===== config.mk =====
export PLATFORM = sky130hd
export DESIGN_NAME = capture_sequencer
export DESIGN_NICKNAME = d
export VERILOG_FILES = /design/src/rtl/capture_sequencer.sv
export SDC_FILE = /design/constraint.sdc
export NUM_CORES = 1
export LEC_CHECK = 0
export CORE_MARGIN = 5
export CORE_UTILIZATION = 49
export DETAILED_ROUTE_END_ITERATION = 7
export PLACE_DENSITY = 0.78
export SYNTH_ARGS = -nofsm -noshare
export SYNTH_HDL_FRONTEND = slang
export SYNTH_SLANG_ARGS = --single-unit

===== constraint.sdc =====
create_clock -name clock_in -period 4.9 [get_ports clock_in]
set_clock_uncertainty 0.05 [all_clocks]
set_input_delay 0.98 -clock clock_in [delete_from_list [all_inputs] [get_ports clock_in]]
set_output_delay 0.98 -clock clock_in [all_outputs]
set_load 0.02 [all_outputs]

===== src/rtl/capture_sequencer.sv =====
// capture_sequencer: shadowed crop windows committed in vertical blanking, settling-frame skip,
// JPEG start pulse and completion tracking. Optional abort timeout: define CAPTURE_TIMEOUT_EN.
module capture_sequencer #(
  parameter int TIMEOUT_FRAMES = 4
) (
  input  logic        clock_in,
  input  logic        reset_in,
  input  logic        config_valid_in,
  input  logic [43:0] pan_window_in,
  input  logic [43:0] zoom_window_in,
  input  logic [1:0]  skip_frames_in,
  input  logic        start_capture_in,
  input  logic        frame_valid_in,
  input  logic        image_complete_in,
  output logic [43:0] pan_window_out,
  output logic [43:0] zoom_window_out,
  output logic [10:0] x_size_out,
  output logic [10:0] y_size_out,
  output logic        start_capture_out,
  output logic        busy_out,
  output logic        done_out,
  output logic [1:0]  error_out
);

  // state   | meaning
  // IDLE    | waiting for a start_capture_in rising edge
  // SKIP    | discarding settling frames, one per frame-end
  // ARM     | waiting for blanking with no window update pending
  // CAPTURE | encoder running, active windows frozen
  // DONE    | image complete, waiting for start_capture_in to drop
  typedef enum logic [2:0] {
    S_IDLE    = 3'd0,
    S_SKIP    = 3'd1,
    S_ARM     = 3'd2,
    S_CAPTURE = 3'd3,
    S_DONE    = 3'd4
  } state_t;

  localparam logic [43:0] PAN_RST  = {11'd284, 11'd1004, 11'd4, 11'd724};
  localparam logic [43:0] ZOOM_RST = {11'd260, 11'd460, 11'd260, 11'd460};
  localparam logic [10:0] SIZE_RST = 11'd200;

  state_t      state_q, state_d;
  logic [43:0] pan_act_q, pan_act_d;
  logic [43:0] zoom_act_q, zoom_act_d;
  logic [43:0] pan_shd_q, pan_shd_d;
  logic [43:0] zoom_shd_q, zoom_shd_d;
  logic        pending_q, pending_d;
  logic [10:0] x_size_q, x_size_d;
  logic [10:0] y_size_q, y_size_d;
  logic        err_cfg_q, err_cfg_d;
  logic        start_pulse_q, start_pulse_d;
  logic [1:0]  skip_cnt_q, skip_cnt_d;
  logic        fv_q, fv_d;
  logic        start_prev_q, start_prev_d;
  logic        ic_prev_q, ic_prev_d;
  logic        ic_rise_q, ic_rise_d;

`ifdef CAPTURE_TIMEOUT_EN
  localparam int TO_W = $clog2(TIMEOUT_FRAMES + 1);
  logic [TO_W-1:0] to_cnt_q, to_cnt_d;
  logic            err_to_q, err_to_d;
`endif

  logic        start_rise;
  logic        frame_end;
  logic        commit;
  logic [10:0] pan_x_size, pan_y_size;
  logic [10:0] zoom_x_size, zoom_y_size;
  logic        axes_ordered;
  logic        cfg_legal;

  // Configuration legality, evaluated on the incoming windows
  always_comb begin
    pan_x_size   = pan_window_in[32:22]  - pan_window_in[43:33];
    pan_y_size   = pan_window_in[10:0]   - pan_window_in[21:11];
    zoom_x_size  = zoom_window_in[32:22] - zoom_window_in[43:33];
    zoom_y_size  = zoom_window_in[10:0]  - zoom_window_in[21:11];
    axes_ordered = (pan_window_in[43:33]  < pan_window_in[32:22])  &&
                   (pan_window_in[21:11]  < pan_window_in[10:0])   &&
                   (zoom_window_in[43:33] < zoom_window_in[32:22]) &&
                   (zoom_window_in[21:11] < zoom_window_in[10:0]);
    // 12-bit compare so a one-pixel pan window cannot wrap the -2 margin
    cfg_legal    = axes_ordered &&
                   (({1'b0, zoom_x_size} + 12'd2) <= {1'b0, pan_x_size}) &&
                   (({1'b0, zoom_y_size} + 12'd2) <= {1'b0, pan_y_size});
  end

  always_comb begin
    start_rise   = start_capture_in && !start_prev_q;
    frame_end    = fv_q && !frame_valid_in;
    commit       = pending_q && !frame_valid_in && (state_q != S_CAPTURE);
    fv_d         = frame_valid_in;
    start_prev_d = start_capture_in;
    ic_prev_d    = image_complete_in;
    // Only edges seen while capturing count; a level already high on entry is ignored
    ic_rise_d    = image_complete_in && !ic_prev_q && (state_q == S_CAPTURE);
  end

  // Shadow load, commit with write-through, and size registers
  always_comb begin
    pan_shd_d  = pan_shd_q;
    zoom_shd_d = zoom_shd_q;
    pan_act_d  = pan_act_q;
    zoom_act_d = zoom_act_q;
    pending_d  = pending_q;
    err_cfg_d  = err_cfg_q;

    if (config_valid_in) begin
      if (cfg_legal) begin
        pan_shd_d  = pan_window_in;
        zoom_shd_d = zoom_window_in;
        pending_d  = 1'b1;
        err_cfg_d  = 1'b0;
      end else begin
        err_cfg_d  = 1'b1;
      end
    end

    if (commit) begin
      if (config_valid_in && cfg_legal) begin
        pan_act_d  = pan_window_in;
        zoom_act_d = zoom_window_in;
      end else begin
        pan_act_d  = pan_shd_q;
        zoom_act_d = zoom_shd_q;
      end
      pending_d = 1'b0;
    end

    x_size_d = zoom_act_q[32:22] - zoom_act_q[43:33];
    y_size_d = zoom_act_q[10:0]  - zoom_act_q[21:11];
  end

  always_comb begin
    state_d       = state_q;
    skip_cnt_d    = skip_cnt_q;
    start_pulse_d = 1'b0;
`ifdef CAPTURE_TIMEOUT_EN
    to_cnt_d      = to_cnt_q;
    err_to_d      = err_to_q;
`endif

    case (state_q)
      S_IDLE: begin
        if (start_rise) begin
          skip_cnt_d = skip_frames_in;
`ifdef CAPTURE_TIMEOUT_EN
          err_to_d   = 1'b0;
`endif
          state_d    = (skip_frames_in != 2'd0) ? S_SKIP : S_ARM;
        end
      end
      S_SKIP: begin
        if (frame_end) begin
          skip_cnt_d = skip_cnt_q - 2'd1;
          if (skip_cnt_q == 2'd1) state_d = S_ARM;
        end
      end
      S_ARM: begin
        if (!pending_q && !frame_valid_in) begin
          start_pulse_d = 1'b1;
          state_d       = S_CAPTURE;
`ifdef CAPTURE_TIMEOUT_EN
          to_cnt_d      = TO_W'(TIMEOUT_FRAMES);
`endif
        end
      end
      S_CAPTURE: begin
        if (ic_rise_q) begin
          state_d = S_DONE;
        end
`ifdef CAPTURE_TIMEOUT_EN
        else if (frame_end) begin
          if (to_cnt_q == TO_W'(1)) begin
            err_to_d = 1'b1;
            state_d  = S_IDLE;
          end else begin
            to_cnt_d = to_cnt_q - TO_W'(1);
          end
        end
`endif
      end
      S_DONE: begin
        if (!start_capture_in) state_d = S_IDLE;
      end
      default: state_d = S_IDLE;
    endcase
  end

  always_ff @(posedge clock_in) begin
    if (reset_in) begin
      state_q       <= S_IDLE;
      pan_act_q     <= PAN_RST;
      zoom_act_q    <= ZOOM_RST;
      pan_shd_q     <= PAN_RST;
      zoom_shd_q    <= ZOOM_RST;
      pending_q     <= 1'b0;
      x_size_q      <= SIZE_RST;
      y_size_q      <= SIZE_RST;
      err_cfg_q     <= 1'b0;
      start_pulse_q <= 1'b0;
      skip_cnt_q    <= 2'd0;
      fv_q          <= 1'b0;
      start_prev_q  <= 1'b0;
      ic_prev_q     <= 1'b0;
      ic_rise_q     <= 1'b0;
    end else begin
      state_q       <= state_d;
      pan_act_q     <= pan_act_d;
      zoom_act_q    <= zoom_act_d;
      pan_shd_q     <= pan_shd_d;
      zoom_shd_q    <= zoom_shd_d;
      pending_q     <= pending_d;
      x_size_q      <= x_size_d;
      y_size_q      <= y_size_d;
      err_cfg_q     <= err_cfg_d;
      start_pulse_q <= start_pulse_d;
      skip_cnt_q    <= skip_cnt_d;
      fv_q          <= fv_d;
      start_prev_q  <= start_prev_d;
      ic_prev_q     <= ic_prev_d;
      ic_rise_q     <= ic_rise_d;
    end
  end

`ifdef CAPTURE_TIMEOUT_EN
  always_ff @(posedge clock_in) begin
    if (reset_in) begin
      to_cnt_q <= '0;
      err_to_q <= 1'b0;
    end else begin
      to_cnt_q <= to_cnt_d;
      err_to_q <= err_to_d;
    end
  end

  assign error_out = {err_to_q, err_cfg_q};
`else
  assign error_out = {1'b0, err_cfg_q};
`endif

  assign pan_window_out    = pan_act_q;
  assign zoom_window_out   = zoom_act_q;
  assign x_size_out        = x_size_q;
  assign y_size_out        = y_size_q;
  assign start_capture_out = start_pulse_q;
  assign busy_out          = (state_q == S_SKIP) || (state_q == S_ARM) || (state_q == S_CAPTURE);
  assign done_out          = (state_q == S_DONE);

endmodule

-- Word-level counts from Yosys, hierarchy flattened
Cells that the tools add are included.
- add/sub/neg operators: 9
- multiply operators: 0
- div/mod/pow operators: 0
- $lt $le $gt $ge: 6
- eq/ne operators: 12
- shift operators: 0
- mux-type cells: 15
- bitwise logic cells: 1
- reduce and logical (&&, ||, !) cells: 27
- operators with widths (kind ; number):
    $mux 44 ; 2
    $sub 11x11->11 ; 6
    $lt 11x11->1 ; 4
    $add 11x2->12 const B ; 2
    $le 12x11->1 ; 2
    $mux 3 ; 6
    $pmux 3 s5 ; 1
    $logic_and 1x1->1 ; 13
    $ne 2x2->1 const B ; 6
    $eq 3x2->1 const B ; 2
    $mux 2 ; 3
    $reduce_and 6->1 ; 1
    $logic_not 1->1 ; 4
    $pmux 2 s2 ; 1
    $reduce_bool 2->1 ; 2
    $reduce_or 2->1 ; 2
    $eq 3x1->1 const B ; 1
    $eq 3x3->1 const B ; 1
    $logic_not 3->1 ; 1
    $ne 3x2->1 const B ; 1
    $reduce_and 3->1 ; 1
    $eq 2x1->1 const B ; 1
    $logic_or 1x1->1 ; 2
    $mux 1 ; 2
    other kinds (3) ; 3
- bits in registers: 210
- bits in latches: 0
- RAM bits: 0
- ROM bits: 0
- input bits: 96
- output and inout port bits: 115
- word-level logic and storage cells: 85
- memories kept: 0

-- Longest topological paths before layout
Gate-level depths: netlist of run 1.
- depth after elaboration: 8
- gate-level depth with buffers: 23
- gate-level depth less buffers: 20

-- Least setup slack after synthesis of run 1
Ideal clock, no wire load.
- path kind: input port to flip-flop
- from: input zoom_window_in[0]
- to: register pan_shd_q[40]
- data arrival time: 5155 ps
- required time: 4718 ps
- path slack: -438 ps
- stages: 21
- buffers on the path: 3
- path through: inv_1 > ha_1 > inv_1 > fa_1 > a21o_1 > a2bb2oi_1 > nor2b_1 > xor2_1 > nor4_2 > nand2_1 > xor2_1 > ha_1 > a2111oi_0 > a311o_1 > nor4b_1 > o211ai_1 > buf_2 > clkbuf_1 > buf_1 > o31ai_1 > a21oi_1
- word-level cells in the longest chain between the ends: 5
- RTL lines (element ; RTL line ; RTL):
    from (decl) ; 10 ; input logic [43:0] zoom_window_in,
    $sub 11x11->11 or $lt 11x11->1 (tied branches) ; 78, 82 ;
    $add 11x2->12 or $logic_and 1x1->1 (tied branches) ; 86, 81 ;
    $le 12x11->1 or $logic_and 1x1->1 (tied branches) ; 86, 84 ;
    $logic_and 1x1->1 (*) ; 85 ; (({1'b0, zoom_x_size} + 12'd2) <= {1'b0, pan_x_size}) &&
    $reduce_and 2->1 (no line) (*) ; - ;
    to (signal assigned) ; 212 ; pan_shd_q <= pan_shd_d;
    to (decl) ; 46 ; logic [43:0] pan_shd_q, pan_shd_d;
Every way passes the cells marked *; elsewhere a longest branch is shown, timed or not.
A chain may end at the register's enable or synchronous reset.

-- Worst setup path in the final report of run 1
- from: input zoom_window_in[7]
- to: register zoom_shd_q[37]
- word-level cells in the longest chain between the ends: 5
- RTL lines (element ; RTL line ; RTL):
    $sub 11x11->11 or $lt 11x11->1 (tied branches) ; 78, 82 ;
    $add 11x2->12 or $logic_and 1x1->1 (tied branches) ; 86, 81 ;
    $le 12x11->1 or $logic_and 1x1->1 (tied branches) ; 86, 84 ;
    $logic_and 1x1->1 (*) ; 85 ;
    $reduce_and 2->1 (no line) (*) ; - ;
    to (signal assigned) ; 213 ; zoom_shd_q <= zoom_shd_d;
    to (decl) ; 47 ; logic [43:0] zoom_shd_q, zoom_shd_d;
Marks and branches as above.

==> reports/qor.txt, run 1 <==
====================================================================================================
Routed Antenna Nets                                                                                0
Maximum root-to-sink buffer count                                                                  3
Most repeated cell in the gate-level netlist after synthesis                                 dfxtp_1
Core box area                                                                            0.02598 mm²
Unrepaired setup endpoints after global routing                                                 true
Clock-pin slew reported for the worst setup and hold paths after clock tree synthesis        0.06 ns
Cell types with the largest area share after synthesis                                  dfxtp_1, ha_1, o31ai_1
DRT iter0 DRCs                                                                                  1218
Post-synth top area cell                                                                     dfxtp_1
Count of state elements after synthesis                                                          210
Gp weighted congestion                                                                        0.9395
Final Critical Period                                                                       4.953 ns
Pin slew with the least headroom to its limit                                               1.155 ns
Vias per Instance                                                                              6.420
Global-route wire length before repair                                                      69790 µm
Area overhead of the layout relative to synthesis                                             48.07%
Routed len/inst                                                                             21.41 µm
Worst Path Arrival                                                                           5.28 ns
Clock tree from TritonCTS                                                                       done
Hold-fix buffer count after cts                                                                    0
Row count                                                                                         59
Hold Fails Final Rpt                                                                               0
Async S/R FF share, synth                                                                         0%
Setup slack of the critical path after layout                                            -0.05272 ns
Number of global-route vias before repair                                                      13550
Cell variety after synth                                                                          61
Residual overflow from global routing                                                              0
Failing checks                                                                          negative setup slack
Total Wirelength                                                                            48270 µm
Placed wire-length estimate after detailed placement                                        29630 µm
Worst-case vdd ir drop                                                                     0.2780 mV
Top cells by count, synth                                                               dfxtp_1, a21oi_1, clkbuf_1, inv_1, nand4_1
CTS root buf                                                                               clkbuf_16
Synthesized netlist cell count                                                                  1566
Total nets after synthesis                                                                      1757
Nets                                                                                            2094
I/O Buffers                                                                                      209
Total CTS buffers                                                                                 25
Leakage dissipation                                                                         7.598 nW
Crit share post-route                                                                         101.1%
Post-placement cell area                                                                 0.01672 mm²
Max FO, Critical Path                                                                             19
Endpoint required time on the critical path                                                  5.23 ns
Sequential fraction of the synthesis area                                                     32.64%
H-tree levels                                                                                      1
Path type of the worst setup path                                                       input pin to register
Average cell area after synthesis                                                          8.225 µm²
Die footprint                                                                            0.02963 mm²
Power density normalized to cell area                                                   245.4 mW/mm²
Headroom to the max-slew limit                                                                23.00%
Number of enable flip-flop cells after synthesis                                                   0
DR DRC count                                                                                       0
Die width                                                                                   172.1 µm
Number of endpoints failing setup at the final stage                                              21
Final standard cell area without fillers                                                 0.01907 mm²
Total of warnings raised by yosys                                                                  0
Later-pin clock latency in the skew report                                                   0.54 ns
Number of maximum-capacitance constraint violations                                                0
Final sum of negative setup slack                                                         -0.3532 ns
Outcome                                                                                 finished, violations left
Share of cells above drive strength 1                                                         24.77%
Startpoint class of the critical path                                                      input pin
Number of clock sinks                                                                            210
DR pass1 iterations                                                                                5
Global Route Usage Sum                                                                        28.64%
Die extent in y                                                                             172.1 µm
Via count                                                                                      14470
HP Class                                                                                register to register
Proportion of netlist area held by the largest area contributor                               32.64%
Pins over their slew limit                                                                         0
Netlist area before placement                                                            0.01288 mm²
Antenna violations before repair                                                                   2
Ys flop type                                                                                 dfxtp_1
Ports                                                                                            211
Element type at the critical path end                                                       register
Pin count of the biggest net entering global routing                                             129
Starting Density                                                                              49.57%
Highest achievable clock rate                                                             0.2019 GHz
====================================================================================================
worst max-delay path, stage by stage:
cell,delay (ns)
clkdlybuf4s50_1,0.50
ha_4,0.35
o21a_1,0.12
nor2_1,0.05
a21o_1,0.19
xor2_1,0.20
nor4_4,0.30
nand2_1,0.10
xor2_1,0.17
ha_1,0.35
a2111oi_4,0.31
a311o_1,0.20
nor4b_4,0.26
o211ai_1,0.24
buf_4,0.26
buf_4,0.17
clkbuf_16,0.18
o31ai_1,0.24
a21oi_1,0.10
placed cells by master (no fill, tap or decap), drive strengths merged, types with 29 or more instances in the layout:
| master | netlist | layout |
|---|---|---|
| nor2 | 70 | 70 |
| a31oi | 31 | 31 |
| dfxtp | 210 | 210 |
| nand4 | 100 | 100 |
| inv | 101 | 103 |
| o211ai | 66 | 66 |
| nand2 | 88 | 88 |
| xor2 | 30 | 30 |
| or4 | 59 | 59 |
| clkbuf | 104 | 48 |
| a21oi | 105 | 105 |
| xnor2 | 29 | 29 |
| buf | 38 | 237 |
| a32oi | 61 | 61 |
| nand3 | 80 | 80 |
| ha | 89 | 89 |
| clkdlybuf4s50 | 0 | 172 |
| o31ai | 89 | 89 |
| nand3b | 33 | 33 |
state kept, by name, summed over array words and instances (netlist names), 2 cells and up:
register         cells
pan_shd_q           44
pan_window_out      44
zoom_shd_q          44
zoom_window_out     44
x_size_out          11
y_size_out          11
state_q              3
skip_cnt_q           2
repair_timing:
action                     4_1_cts  5_1_grt
resized for setup               86      198
setup endpoints to repair      178      178
buffers inserted                14       12
cloned                           8       11
pin swaps                       63       85
cell type report:
cell class	count	area, µm²
tap	335	419.2
multi-input combinational	1113	8818
inverter	101	394.1
clock inverter	8	62.56
clock buffer	34	689.4
fill	1838	6912
antenna	1	2.502
timing repair buffer	452	4483
sequential	210	4204
cell families (layout without fill, tap and decap cells):
family | count (synthesis) | after routing | synth area share, %
xor+xnor | 59 | 59 | 4.012
other cells | 1 | 2 | 0.02911
simple gates | 511 | 511 | 21.95
fa+ha+maj | 95 | 95 | 9.578
compound gates | 445 | 445 | 24.03
buf+inv | 243 | 595 | 7.606
mux | 2 | 2 | 0.1554
flops | 210 | 210 | 32.64
path summary, 6_finish.rpt:
path                                        start            endpoint  slack (ns)  cells after the start
worst min register to register          ic_prev_q           ic_rise_q        0.37                      1
worst max register to register         state_q[2]  pan_window_out[43]        2.16                      8
worst max-delay path            zoom_window_in[7]      zoom_shd_q[37]       -0.05                     19
worst min-delay path                    ic_prev_q           ic_rise_q        0.37                      1
power by group:
group | switching, mW | leakage [nW] | total (mW) | internal [mW]
clock network | 0.763 | 0.375 | 1.75 | 0.987
logic | 0.585 | 5.53 | 1.19 | 0.601
registers | 0.0201 | 1.70 | 1.74 | 1.72
metrics by stage:
step                hold slack, ns  power, mW  instances  worst slack, ns  utilization (%)
finish                      0.3687      4.680       2254         -0.05272            73.40
global route                0.3844      4.845       2253          -0.2839            73.39
CTS                         0.3646      4.604       2238         -0.01372            69.41
detailed placement          0.3406      2.807       2174           -1.057            64.35
global placement            0.3347      2.785       2174          -0.8894            64.35
floorplan                   0.3229      2.337       1566         -0.03612                -
layer usage:
| metal | GRT usage (%) | part of all wire (%) |
|---|---|---|
| met5 | 0 | 0.027 |
| met4 | 11.59 | 5.1 |
| met1 | 37.48 | 38 |
| met2 | 47.00 | 47 |
| met3 | 4.984 | 9.2 |
No activity file was read; power rests on OpenSTA's default activity.
==> run 2: changes to the inputs <==
--- a/config.mk
+++ b/config.mk
@@ -5,6 +5,7 @@
 export SDC_FILE = /design/constraint.sdc
 export NUM_CORES = 1
 export LEC_CHECK = 0
+export CORE_ASPECT_RATIO = 0.5
 export CORE_MARGIN = 5
 export CORE_UTILIZATION = 49
 export DETAILED_ROUTE_END_ITERATION = 7
==> reports/qor.txt, run 2 (synthesis results as in run 1) <==
====================================================================================================
Crit Reg-Reg Endpoint                                                                   pan_window_out[32]
Die extent in y                                                                             124.6 µm
I/O Buffers                                                                                      209
DRT iter0 DRCs                                                                                  1502
Worst Path Arrival                                                                           5.26 ns
Cell repeated most along the worst path                                                        buf_4
DR DRC count                                                                                       0
Failing checks                                                                          negative setup slack
Via count                                                                                      14400
Top Metal Used                                                                                  met4
Timing endpoint of the critical path                                                    pan_window_out[32]
Headroom to the max-slew limit                                                                27.56%
Nets                                                                                            2086
Ports                                                                                            211
Number of maximum-capacitance constraint violations                                                0
Global Route Usage Sum                                                                        29.14%
Number of clock sinks                                                                            210
Leakage dissipation                                                                         7.417 nW
Crit path largest cell delay                                                                 0.52 ns
Hold-fix buffer count after cts                                                                    0
Power density normalized to cell area                                                   241.2 mW/mm²
Antenna violations before repair                                                                   4
Worst path cell trace                                                                   clkdlybuf4s50_1 -> inv_1 -> ha_1 -> buf_4 -> o22ai_1 -> a211oi_1 -> nor2_1 -> xnor2_2 -> buf_4 -> nand3_1 -> xnor2_1 -> ha_1 -> o21ai_0 -> a2bb2oi_2 -> o211ai_1 -> buf_4 -> buf_12 -> buf_16 -> buf_8 -> o211ai_1 -> nand3_2
Area of the multi-input gates                                                           0.008798 mm²
Crit path launch                                                                        zoom_window_in[39]
Outcome                                                                                 finished, violations left
Share of cells above drive strength 1                                                         23.75%
Commonest cells after routing, fill and taps aside                                      dfxtp_1, buf_4, clkdlybuf4s50_1
Crit share post-route                                                                         100.2%
Endpoint required time on the critical path                                                  5.25 ns
Number of endpoints failing setup at the final stage                                               3
Critical-path cell with the highest stage delay                                         clkdlybuf4s50_1
Clock-pin slew reported for the worst setup and hold paths after clock tree synthesis        0.06 ns
Final Critical Period                                                                       4.909 ns
Element type at the critical path end                                                       register
Most common cell after layout, fill and taps aside                                           dfxtp_1
Hold Fails Final Rpt                                                                               0
Die width                                                                                   239.3 µm
Residual overflow from global routing                                                              0
Total power                                                                                 4.553 mW
Max FO, Critical Path                                                                              6
Area overhead of the layout relative to synthesis                                             46.57%
Clock tree from TritonCTS                                                                       done
Maximum root-to-sink buffer count                                                                  3
Setup slack of the critical path after layout                                           -0.009440 ns
Gp weighted congestion                                                                        0.9248
Number of logic stages on the critical path including buffering                                   21
Total Wirelength                                                                            48000 µm
Placement Setup Slack                                                                      -1.256 ns
Register cell area after layout                                                         0.004204 mm²
Length of routed wiring on met1                                                             19830 µm
Worst-case vdd ir drop                                                                     0.2247 mV
Fillcell total                                                                                  1783
Final sum of negative setup slack                                                        -0.02038 ns
Routed len/inst                                                                             21.29 µm
Pins over their slew limit                                                                         0
Number of global-route vias before repair                                                      13820
HP Class                                                                                register to register
Highest achievable clock rate                                                             0.2037 GHz
Placed wire-length estimate after detailed placement                                        31520 µm
Path type of the worst setup path                                                       input pin to register
Origin of the critical flop-to-flop path                                                  state_q[2]
Pin count of the biggest net entering global routing                                              96
Minimum setup slack among reg-to-reg paths                                                   2.06 ns
Reg2reg path depth                                                                                 8
Critical path buffers and inverters                                                                8
Starting Density                                                                              50.42%
Total CTS buffers                                                                                 21
Family with the most delay on the worst path                                            buffers and inverters
Detailed-routed wire length on met3                                                          4046 µm
Global-route wire length before repair                                                      73090 µm
Die footprint                                                                            0.02983 mm²
Unrepaired setup endpoints after global routing                                                 true
Vias per Instance                                                                              6.384
Routed Antenna Nets                                                                                0
Core box area                                                                            0.02555 mm²
CTS root buf                                                                               clkbuf_16
Row count                                                                                         41
DR pass1 iterations                                                                                6
Later-pin clock latency in the skew report                                                   0.52 ns
H-tree levels                                                                                      1
Pin slew with the least headroom to its limit                                               1.087 ns
Startpoint class of the critical path                                                      input pin
Amount of wire on met2 after detailed routing                                               22390 µm
====================================================================================================
## run 2: metal layers
| metal | vias up | track usage [%] |
|---|---|---|
| met4 | 0 | 9.454 |
| met1 | 6942 | 39.57 |
| met3 | 139 | 5.022 |
| met2 | 730 | 47.17 |
| li1 | 6586 | - |
| met5 | - | 0 |
## run 2: how the worst min path moves through the flow
stage | startpoint | to | slack (ns) | depth (start not counted)
floorplan | ic_prev_q | ic_rise_q | 0.32 | 1
global placement | ic_prev_q | ic_rise_q | 0.33 | 1
detailed placement | ic_prev_q | ic_rise_q | 0.35 | 1
CTS | ic_prev_q | ic_rise_q | 0.36 | 1
global route | ic_prev_q | ic_rise_q | 0.38 | 1
finish | ic_prev_q | ic_rise_q | 0.35 | 1
## run 2: final cells by class
type	instances	share of cell area (%)
sequential	210	22.27
tap	344	2.280
multi-input combinational	1113	46.60
clock inverter	9	0.4308
inverter	101	2.088
clock buffer	26	3.095
antenna	4	0.05302
timing repair buffer	448	23.18
## run 2: power by group
| group | total [mW] | internal, mW | leakage (nW) | switching [mW] |
|---|---|---|---|---|
| Sequential | 1.74 | 1.72 | 1.70 | 0.0199 |
| Clock | 1.63 | 0.901 | 0.336 | 0.726 |
| Combinational | 1.18 | 0.593 | 5.39 | 0.592 |
| Total | 4.55 | 3.22 | 7.42 | 1.34 |
## run 2: timing repair
item | CTS | global route
pin swaps | 31 | 55
gates cloned | 7 | 3
setup endpoints to repair | 178 | 178
resized for setup | 105 | 144
buffers inserted | 10 | 9
## run 2: worst register-to-register path, stage by stage, from the launching register on
cell     delay, ns
dfxtp_1       0.51
inv_1         0.12
nand3_1       0.22
nand2_1       0.13
nor3_2        0.52
buf_12        0.38
nand2_1       0.25
or4_4         0.53
nand3_2       0.09
## run 2: through the flow
step	util, %	hold slack, ns	instance area (µm²)	std cells
after floorplan	-	0.3229	13040	1566
after global placement	65.84	0.3342	16820	2189
after detailed placement	65.84	0.3482	16820	2189
after CTS	70.75	0.3576	18070	2241
after global routing	73.90	0.3831	18880	2255
final	73.90	0.3496	18880	2255
==> run 3: changes to the inputs <==
--- a/config.mk
+++ b/config.mk
@@ -7,9 +7,11 @@
 export LEC_CHECK = 0
 export CORE_ASPECT_RATIO = 0.5
 export CORE_MARGIN = 5
-export CORE_UTILIZATION = 49
+export CORE_UTILIZATION = 55
 export DETAILED_ROUTE_END_ITERATION = 7
-export PLACE_DENSITY = 0.78
+export DONT_BUFFER_PORTS = 1
+export PLACE_DENSITY = 0.74
+export SKIP_CTS_REPAIR_TIMING = 1
 export SYNTH_ARGS = -nofsm -noshare
 export SYNTH_HDL_FRONTEND = slang
 export SYNTH_SLANG_ARGS = --single-unit
==> reports/qor.txt, run 3 (synthesis results as in run 1) <==
====================================================================================================
Outcome                                                                                 finished clean
Maximum root-to-sink buffer count                                                                  3
Residual overflow from global routing                                                              0
Power density normalized to cell area                                                   287.2 mW/mm²
Pin slew with the least headroom to its limit                                               1.078 ns
Endpoint required time on the critical path                                                  5.24 ns
Placed wire-length estimate after detailed placement                                        28490 µm
DR DRC count                                                                                       0
Number of maximum-capacitance constraint violations                                                0
Antenna violations before repair                                                                   0
Die width                                                                                   226.4 µm
Final core utilization                                                                        66.42%
Final standard cell count with taps included and fillers excluded                               1898
Ports                                                                                            211
Path type of the worst setup path                                                       input pin to register
Family with the most delay on the worst path                                            compound AO/OA/AOI/OAI gates
Later-pin clock latency in the skew report                                                   0.53 ns
Number of global-route vias before repair                                                      11530
Startpoint class of the critical path                                                      input pin
Global-route wire length before repair                                                      65300 µm
Final Critical Period                                                                       4.833 ns
CTS root buf                                                                               clkbuf_16
Clock tree from TritonCTS                                                                       done
Number of endpoints failing setup at the final stage                                               0
Number of antenna cells inserted                                                                   0
Critical-path cell with the highest stage delay                                                 fa_2
Starting Density                                                                              56.16%
Die footprint                                                                            0.02677 mm²
Pin count of the biggest net entering global routing                                             124
Clock-pin slew reported for the worst setup and hold paths after clock tree synthesis        0.07 ns
DRT iter0 DRCs                                                                                  1567
I/O Buffers                                                                                        0
Commonest cells after routing, fill and taps aside                                      dfxtp_1, buf_4, nand4_1
Total CTS buffers                                                                                 21
Fillcell total                                                                                  1880
Placed Cells                                                                                    1841
Nets                                                                                            1769
Headroom to the max-slew limit                                                                28.11%
H-tree levels                                                                                      1
Unrepaired setup endpoints after global routing                                                 true
Routed len/inst                                                                             23.35 µm
HP Class                                                                                register to register
Via count                                                                                      12870
Max FO, Critical Path                                                                             12
Core box area                                                                            0.02293 mm²
Total Wirelength                                                                            44320 µm
Leakage dissipation                                                                         5.760 nW
Hold Fails Final Rpt                                                                               0
Row count                                                                                         39
Share of cells above drive strength 1                                                         15.96%
Number of clock sinks                                                                            210
Total power                                                                                 4.376 mW
Worst Path Arrival                                                                           5.17 ns
Highest achievable clock rate                                                             0.2069 GHz
Cell repeated most along the worst path                                                        buf_4
Critical path buffers and inverters                                                                6
Pins over their slew limit                                                                         0
Crit path largest cell delay                                                                 0.33 ns
Worst path cell trace                                                                   inv_4 -> ha_4 -> inv_2 -> fa_2 -> a21o_1 -> a221oi_4 -> buf_4 -> o21a_1 -> o211a_1 -> and4bb_4 -> xor2_2 -> ha_1 -> nand2_1 -> or3_1 -> a21oi_2 -> a2111oi_4 -> a2bb2oi_2 -> o211ai_1 -> buf_4 -> buf_6 -> buf_16 -> o31ai_1 -> a31oi_1
Vias per Instance                                                                              6.778
DR pass1 iterations                                                                                5
Element type at the critical path end                                                       register
Global Route Usage Sum                                                                        29.11%
Area overhead of the layout relative to synthesis                                             18.26%
Routed Antenna Nets                                                                                0
Gp weighted congestion                                                                        0.8956
Worst-case vdd ir drop                                                                     0.2669 mV
Crit share post-route                                                                         98.63%
Most common cell after layout, fill and taps aside                                           dfxtp_1
Die extent in y                                                                             118.2 µm
====================================================================================================
-- run 3: stage by stage --
stage / hold WS (ns) / cell area [µm²] / setup slack [ns] / setup TNS, ns
floorplan: 0.3229 / 13040 / -0.03612 / -0.4182
global placement: 0.3313 / 13810 / -0.3716 / -48.02
detailed placement: 0.3308 / 13810 / -0.5366 / -72.01
CTS: 0.3406 / 14520 / -0.002147 / -0.003621
global route: 0.3569 / 15230 / -0.1062 / -4.128
finish: 0.3385 / 15230 / 0.06717 / 0
-- run 3: layout make-up --
type                       instances  area, µm²  area share [%]
tap                              307      384.1           2.522
multi-input combinational       1113       8207           53.87
clock buffer                      25      570.5           3.745
timing repair buffer             131       1314           8.624
clock inverter                    11      146.4          0.9610
sequential                       210       4204           27.60
inverter                         101      407.9           2.678
-- run 3: worst paths after layout --
kind,slack (ns),depth (start not counted),to,from
setup reg to reg,1.83,8,zoom_window_out[27],state_q[2]
setup / recovery,0.07,23,zoom_window_out[29],zoom_window_in[22]
hold / removal,0.34,1,ic_rise_q,ic_prev_q
hold reg to reg,0.34,1,ic_rise_q,ic_prev_q
-- run 3: metal layers --
layer / share of wire, % / track usage, % / vias up
met5: 0 / 0 / -
met1: 43 / 41.39 / 6236
met4: 2.3 / 6.008 / 0
li1: - / - / 5937
met3: 9.6 / 6.837 / 91
met2: 45 / 45.48 / 601
-- run 3: worst reg2reg max path, stage by stage, from the launching register on --
cell	delay [ns]
dfxtp_1	0.48
inv_1	0.12
nand3_1	0.21
nand2_1	0.14
nor3_2	0.76
buf_4	0.53
nand2_1	0.13
or4_1	0.51
nand3_1	0.09
-- run 3: report_power, final --
part	total [mW]	internal, mW	switching (mW)
clock	1.74	0.995	0.742
sequential	1.74	1.72	0.0205
combinational	0.896	0.424	0.472
total	4.38	3.14	1.23
